$ cat config.mk
export PLATFORM = sky130hd
export DESIGN_NAME = ex_mem_stage
export DESIGN_NICKNAME = d
export VERILOG_FILES = /design/src/rtl/ex_mem_stage.sv
export SDC_FILE = /design/constraint.sdc
export NUM_CORES = 1
export LEC_CHECK = 0
export CORE_MARGIN = 2
export CORE_UTILIZATION = 41
export CTS_CLUSTER_SIZE = 12
export DETAILED_ROUTE_END_ITERATION = 10
export GPL_ROUTABILITY_DRIVEN = 0
export PLACE_DENSITY = 0.81
export SLEW_MARGIN = 20
export SYNTH_ARGS = -nofsm -noshare
export SYNTH_HDL_FRONTEND = slang
export SYNTH_SLANG_ARGS = --single-unit
$ cat constraint.sdc
create_clock -name CLK -period 1.8 [get_ports CLK]
set_input_delay 0.36 -clock CLK [delete_from_list [all_inputs] [get_ports CLK]]
set_output_delay 0.36 -clock CLK [all_outputs]
set_load 0.01 [all_outputs]
$ cat src/rtl/ex_mem_stage.sv
// ex_mem_stage: EX/MEM pipeline register with a valid/ready handshake on both
// sides, bubble-gated memory/writeback controls and an EX-stage forwarding tap.
//
// Build option:
//   EX_MEM_SKID_EN  defined   -> one-entry skid buffer; in_ready is a register
//                                equal to !skid_valid, so out_ready never
//                                reaches in_ready combinationally.
//                   undefined -> single output register; in_ready is
//                                out_ready || !out_valid (capacity 1 entry).
module ex_mem_stage #(
  parameter int DATA_W = 32,
  parameter int RD_W   = 5
) (
  input  logic              CLK,
  input  logic              RST,
  input  logic              flush,
  input  logic              in_valid,
  output logic              in_ready,
  input  logic [1:0]        MEM_Signal,
  input  logic [1:0]        MEM_WB_Signal,
  input  logic [DATA_W-1:0] ALUOut,
  input  logic [DATA_W-1:0] DataBusB,
  input  logic [RD_W-1:0]   EX_Reg_RD,
  output logic              out_valid,
  input  logic              out_ready,
  output logic              EX_MEM_Read_Con,
  output logic              EX_MEM_Write_Con,
  output logic              EX_MEM_MEMtoReg,
  output logic              EX_MEM_RegWre,
  output logic [DATA_W-1:0] EX_MEM_ALUOut,
  output logic [DATA_W-1:0] EX_MEM_DataBusB,
  output logic [RD_W-1:0]   EX_MEM_Reg_RD,
  output logic              fwd_en,
  output logic [RD_W-1:0]   fwd_rd,
  output logic [DATA_W-1:0] fwd_data
);

  // One pipeline entry: memory/writeback controls plus its data.
  typedef struct packed {
    logic              rd_en;
    logic              wr_en;
    logic              mem_to_reg;
    logic              reg_wre;
    logic [DATA_W-1:0] alu_out;
    logic [DATA_W-1:0] bus_b;
    logic [RD_W-1:0]   rd;
  } entry_t;

  entry_t in_entry;
  entry_t out_q;
  logic   out_valid_q;
  logic   accept;
  logic   out_load;

  assign in_entry = '{
    rd_en:      MEM_Signal[1],
    wr_en:      MEM_Signal[0],
    mem_to_reg: MEM_WB_Signal[1],
    reg_wre:    MEM_WB_Signal[0],
    alu_out:    ALUOut,
    bus_b:      DataBusB,
    rd:         EX_Reg_RD
  };

  // The output register may take a new entry when empty or emptying this cycle.
  assign out_load = !out_valid_q || out_ready;

`ifdef EX_MEM_SKID_EN
  entry_t skid_q;
  logic   skid_valid_q;
  logic   in_ready_q;

  // in_ready comes straight from a flop that tracks !skid_valid.
  assign in_ready = in_ready_q;
  assign accept   = in_valid && in_ready_q;

  // Output register plus skid entry; the skid entry always drains first.
  always_ff @(posedge CLK or negedge RST) begin
    if (!RST) begin
      // NOTE: the data fields are reset too, because reset must leave every
      // EX_MEM_* output at 0, not just the valid flags.
      out_valid_q  <= 1'b0;
      out_q        <= '0;
      skid_valid_q <= 1'b0;
      skid_q       <= '0;
      in_ready_q   <= 1'b1;
    end else if (flush) begin
      // Flush wins over accept and transfer-out; held data is left as is.
      out_valid_q  <= 1'b0;
      skid_valid_q <= 1'b0;
      in_ready_q   <= 1'b1;
    end else if (out_load) begin
      if (skid_valid_q) begin
        // in_ready is low while the skid is full, so no accept can collide.
        out_q        <= skid_q;
        out_valid_q  <= 1'b1;
        skid_valid_q <= 1'b0;
        in_ready_q   <= 1'b1;
      end else begin
        // NOTE: non-blocking assignments so every flop samples pre-edge values.
        out_valid_q <= accept;
        if (accept) out_q <= in_entry;
      end
    end else if (accept) begin
      // Output is stalled: park the new entry in the skid buffer.
      skid_q       <= in_entry;
      skid_valid_q <= 1'b1;
      in_ready_q   <= 1'b0;
    end
  end
`else
  // Without a skid buffer the stage can accept only when the output frees up.
  assign in_ready = out_ready || !out_valid_q;
  assign accept   = in_valid && in_ready;

  // Single output register; flush wins over accept and transfer-out.
  always_ff @(posedge CLK or negedge RST) begin
    if (!RST) begin
      out_valid_q <= 1'b0;
      out_q       <= '0;
    end else if (flush) begin
      out_valid_q <= 1'b0;
    end else if (out_load) begin
      out_valid_q <= accept;
      if (accept) out_q <= in_entry;
    end
  end
`endif

  // Side-effecting controls are gated to 0 while no entry is held (bubble);
  // MEMtoReg and the data fields simply keep their last value.
  assign out_valid        = out_valid_q;
  assign EX_MEM_Read_Con  = out_valid_q & out_q.rd_en;
  assign EX_MEM_Write_Con = out_valid_q & out_q.wr_en;
  assign EX_MEM_RegWre    = out_valid_q & out_q.reg_wre;
  assign EX_MEM_MEMtoReg  = out_q.mem_to_reg;
  assign EX_MEM_ALUOut    = out_q.alu_out;
  assign EX_MEM_DataBusB  = out_q.bus_b;
  assign EX_MEM_Reg_RD    = out_q.rd;

  // A load's result is not available in EX/MEM, and r0 is never forwarded.
  assign fwd_en   = out_valid_q & out_q.reg_wre & ~out_q.rd_en & (|out_q.rd);
  assign fwd_rd   = out_q.rd;
  assign fwd_data = out_q.alu_out;

endmodule

## After elaboration in Yosys (flattened, before gate mapping)

Index checks and enable logic that the tools add are counted.
W data, S select, Z words.

- Muxes and demuxes: 2
- Bitwise operators: 7
- Reduce and logical (&&, ||, !) cells: 6

Operators by type and width:

| cell | number |
|---|---|
| $and A1 B1 Y1 | 5 |
| $reduce_or A5 Y1 | 1 |
| $reduce_and A3 Y1 | 1 |
| $mux W1 | 2 |
| $not A1 Y1 | 2 |
| $reduce_bool A2 Y1 | 1 |
| $logic_and A1 B1 Y1 | 1 |
| $logic_not A1 Y1 | 1 |
| $logic_or A1 B1 Y1 | 1 |

- Flip-flop bits (word level): 74
- Input port bits: 78
- Output and inout bits: 113
- Word-level logic and storage cells: 23

## Logic depth before layout (Yosys ltp)

- Depth after elaboration: 5
- Gate-level depth with buffers: 5

## Worst setup path before layout

OpenSTA, ideal clock, no wires.

- Path kind: flip-flop to flip-flop
- Start point: register out_valid_q (netlist: out_valid)
- End point: register out_q, in the netlist EX_MEM_ALUOut[0]
- Arrival time: 1376 ps
- Data required time: 1675 ps
- Path slack: 299 ps
- Stages on the path, launching flop included: 6
- Path buffers: 2
- Period minus slack after synthesis: 1501 ps
- Cell sequence: dfrtp_1 -> nor2b_4 -> nor3b_4 -> buf_12 -> buf_12 -> mux2_4

- Word-level cells in the longest chain between the ends: 4

RTL lines:

| what | line | RTL |
|---|---|---|
| start: declaration | 51 | `logic out_valid_q;` |
| start signal: assignment | 124 | `out_valid_q <= accept;` |
| $logic_not A1 Y1 * | 66, 113 |  |
| $logic_or A1 B1 Y1 * | 66, 113 |  |
| $logic_and A1 B1 Y1 | 114 | `assign accept = in_valid && in_ready;` |
| $reduce_and A3 Y1 (no source line) * | n/a |  |
| end signal: assignment | 125 | `if (accept) out_q <= in_entry;` |
| end: declaration | 50 | `entry_t out_q;` |

Mark *: on every way between the ends. The rest lies on a longest branch, timed or not.
A chain may end at the register's enable or synchronous reset.

## Worst setup path in the final report

- Start point: register out_q, in the netlist EX_MEM_Reg_RD[0]
- End point: output fwd_en

- Word-level cells in the longest chain between the ends: 2

RTL lines:

| what | line | RTL |
|---|---|---|
| $reduce_or A5 Y1 | 142 | `assign fwd_en = out_valid_q & out_q.reg_wre & ~out_q.rd_en & (\|out_q.rd);` |
| $and A1 B1 Y1 | 142 |  |
| end: declaration | 33 | `output logic fwd_en,` |

No other way between the ends.

==> impl_metrics.csv <==
group,metric,value,unit
run_status,outcome,"finished with violations",
run_status,violations,"negative setup slack",
timing,min_period,1.89,ns
final_layout,final_common_cell,"clkdlybuf4s50_1",
setup_path,worstPathCellList,"or4_4 -> nor2_4 -> nor3b_2 -> buf_2",
detailed_routing,drc,0,
detailed_routing,dr.pass1.iters,4,
detailed_routing,drt-total-wl,7.75,mm
timing,finClkSkew,0.0121,ns
synth,synth.area.top_cells,"dfrtp_1 47%, mux2_4 26%, buf_4 20%, buf_12 4.0%, mux2_1 0.85%",
floorplanning,core,0.00933,mm²
placement,place_inst,489,
pwr,power.share.sequential,0.387,
final_layout,final_cell_mix,"178 x clkdlybuf4s50_1, 74 x dfrtp_1, 70 x mux2_4",
floorplanning,io_pins,191,
pwr,p_leak,2.44,nW
final_layout,design_area,0.00551,mm²
synth,synthesis.instances,272,
detailed_routing,via_per_inst,4.26,
synth,synth_fp_nets,350,
floorplanning,die_area,0.0105,mm²
synth,ys_types,12,
setup_path,critPathMaxFanout,2,
placement,placed_area,0.00522,mm²
detailed_routing,antenna_left,0,
timing,setup_viol,1,
synth,yosys_register_bits,74,
final_layout,drive_gt1_frac,0.281,
global_route,grt_max_degree,41,
floorplanning,fp-row-count,35,
setup_path,critical-path-max-stage-delay,0.55,ns
placement,io_buffers,190,
detailed_routing,post_drt_wl_per_cell,15.2,µm
cts,numClockSinks,74,
synth,synth_area_leader_cell,"dfrtp_1",
pwr,pwr-share-clk,0.280,
synth,synth_top_area_share,0.466,
global_route,grt_pass1_vias,2281,
floorplanning,die_y,102,µm
global_route,antenna_found_initial,0,
setup_path,critPathLaunchType,"register",
pwr,internal-power,4.18,mW
pwr,ir_drop,0.487,mV
global_route,grt_usage,0.146,
timing,rsz0062_at_grt,"true",
placement,dp_hpwl,5.94,mm
setup_path,crit_required,1.44,ns
detailed_routing,drt_iter0_drc,63,
synth,yosysWarnings,0,
global_route,grt_pass1_wl,11.6,mm
min_path,hold_class,"in2async",
floorplanning,start_util,0.426,
timing,worstMarginPinSlew,0.460,ns
setup_path,critical_path_class,"reg2out",
final_layout,layout.nets,454,
timing,hold_viol_final,0,
cts,root_buffer,"clkbuf_8",
synth,synth_area,0.00397,mm²
timing,period_share,1.05,
final_layout,diodes,0,
final_layout,area_delta_synth_final,38.6,%
pwr,switching_share,0.249,
synth,syn_area_per_cell,14.6,µm²
timing,layout_setup_ws,-0.0915,ns
cts,clock_latency,0.33,ns
timing,slew_headroom,0.694,
setup_path,cp_slowest_cell,"or4_4",
pwr,power_frac_comb,0.334,
setup_path,worstPathArrival,1.53,ns
setup_path,endpoint_kind,"primary output",
cts,clk_path_buf_depth,2,
detailed_routing,num_vias,2172,
final_layout,n_fill_cell,759,
cts,cts_made_buffers,9,
floorplanning,die_w,102,µm
cts,cts_htree_levels,3,
global_route,grt_overflow_total,0,
run,drv.max_cap_violation_count,0,
timing,fmax,529,MHz
setup_path,crit_buf_inv,1,
cts,clk_pin_slew,0.08,ns
pwr,cellPowerDensity,1010,mW/mm²
setup_path,cp_top_family,"simple AND/OR/NAND/NOR gates",
synth,synth-seq-area-share,0.466,
pwr,p_sw,1.38,mW
cts,cts_tree,"yes",
final_layout,final_cells,510,
timing,slew_viol_final,0,
[stage by stage]
| stage | setup WS, ns | setup TNS, ns | total power, mW | hold WS [ns] | utilization |
|---|---|---|---|---|---|
| 6_report | -0.0915 | -0.0915 | 5.56 | 0.513 | 0.591 |
| 5_1_grt | -0.164 | -0.164 | 5.85 | 0.526 | 0.591 |
| 4_1_cts | -0.107 | -0.107 | 5.64 | 0.516 | 0.588 |
| 3_5_place_dp | -0.195 | -11.95 | 4.05 | 0.342 | 0.559 |
| 3_3_place_gp | -0.164 | -10.86 | 4.00 | 0.335 | 0.559 |
| 2_1_floorplan | 0.299 | 0 | 3.45 | 0.0644 | - |
[synth_stat cells]
library cell	instances
or4_1	1
nor3b_1	1
buf_4	106
mux2_1	3
buf_12	8
mux2_4	70
nor3b_4	1
inv_1	1
nor2b_4	1
nor2_1	3
dfrtp_1	74
and2_1	3
[registers in the layout (all words and copies together) (netlist names)]
register / count
out_q: 3
EX_MEM_ALUOut: 32
EX_MEM_MEMtoReg: 1
out_valid: 1
EX_MEM_DataBusB: 32
EX_MEM_Reg_RD: 5
[final cells by class]
cell class                 instances  area (µm²)  area share
timing repair buffer             207        2070       0.376
multi-input combinational         83        1180       0.214
clock buffer                      12         145      0.0263
sequential                        74        1850       0.336
tap                              129         161      0.0293
inverter                           1        3.75    0.000681
clock inverter                     4        98.8      0.0179
[cells by family after synthesis]
group / after synthesis / synth area share
DFF: 74 / 0.466
muxes: 73 / 0.273
buffers and inverters: 115 / 0.241
and+or+nand+nor: 10 / 0.0195
[power by group through the flow]
stage	Sequential, mW	Combinational [mW]	Clock, mW
after detailed placement	2.17	1.87	0
after global placement	2.17	1.84	0
after global routing	2.19	1.97	1.70
final	2.15	1.85	1.56
after CTS	2.15	1.87	1.61
after floorplan	2.12	1.33	0
[final timing paths]
| check | cells after the start | from | slack [ns] | end |
|---|---|---|---|---|
| setup / recovery | 4 | EX_MEM_Reg_RD[0]$_DFFE_PN0P_ | -0.09 | fwd_en |
| min in group CLK | 1 | EX_MEM_DataBusB[24]$_DFFE_PN0P_ | 0.51 | EX_MEM_DataBusB[24]$_DFFE_PN0P_ |
| hold reg to reg | 1 | EX_MEM_DataBusB[24]$_DFFE_PN0P_ | 0.51 | EX_MEM_DataBusB[24]$_DFFE_PN0P_ |
| hold / removal | 2 | RST | 0.51 | EX_MEM_ALUOut[4]$_DFFE_PN0P_ |
| setup reg to reg | 5 | out_valid$_DFFE_PN0P_ | 0.20 | EX_MEM_DataBusB[8]$_DFFE_PN0P_ |
| max in group asynchronous | 3 | RST | 0.70 | EX_MEM_DataBusB[18]$_DFFE_PN0P_ |
[repair_timing]
item                                    in CTS  in global routing
pin swaps                                    3                  2
endpoints found under the hold margin       34                  0
endpoints found under the setup margin       3                  3
setup buffers                                3                  1
gates resized for setup                     12                  6
hold buffers                                 1                  0
[per-layer routing]
metal / wire (µm) / vias to the layer above / track usage
met1: 3230 / 1060 / 0.182
met5: 0 / - / 0
met2: 3900 / 106 / 0.241
li1: - / 998 / -
met3: 541 / 8 / 0.0520
met4: 74 / 0 / 0.0369
Power figures use the tool's default switching activity.
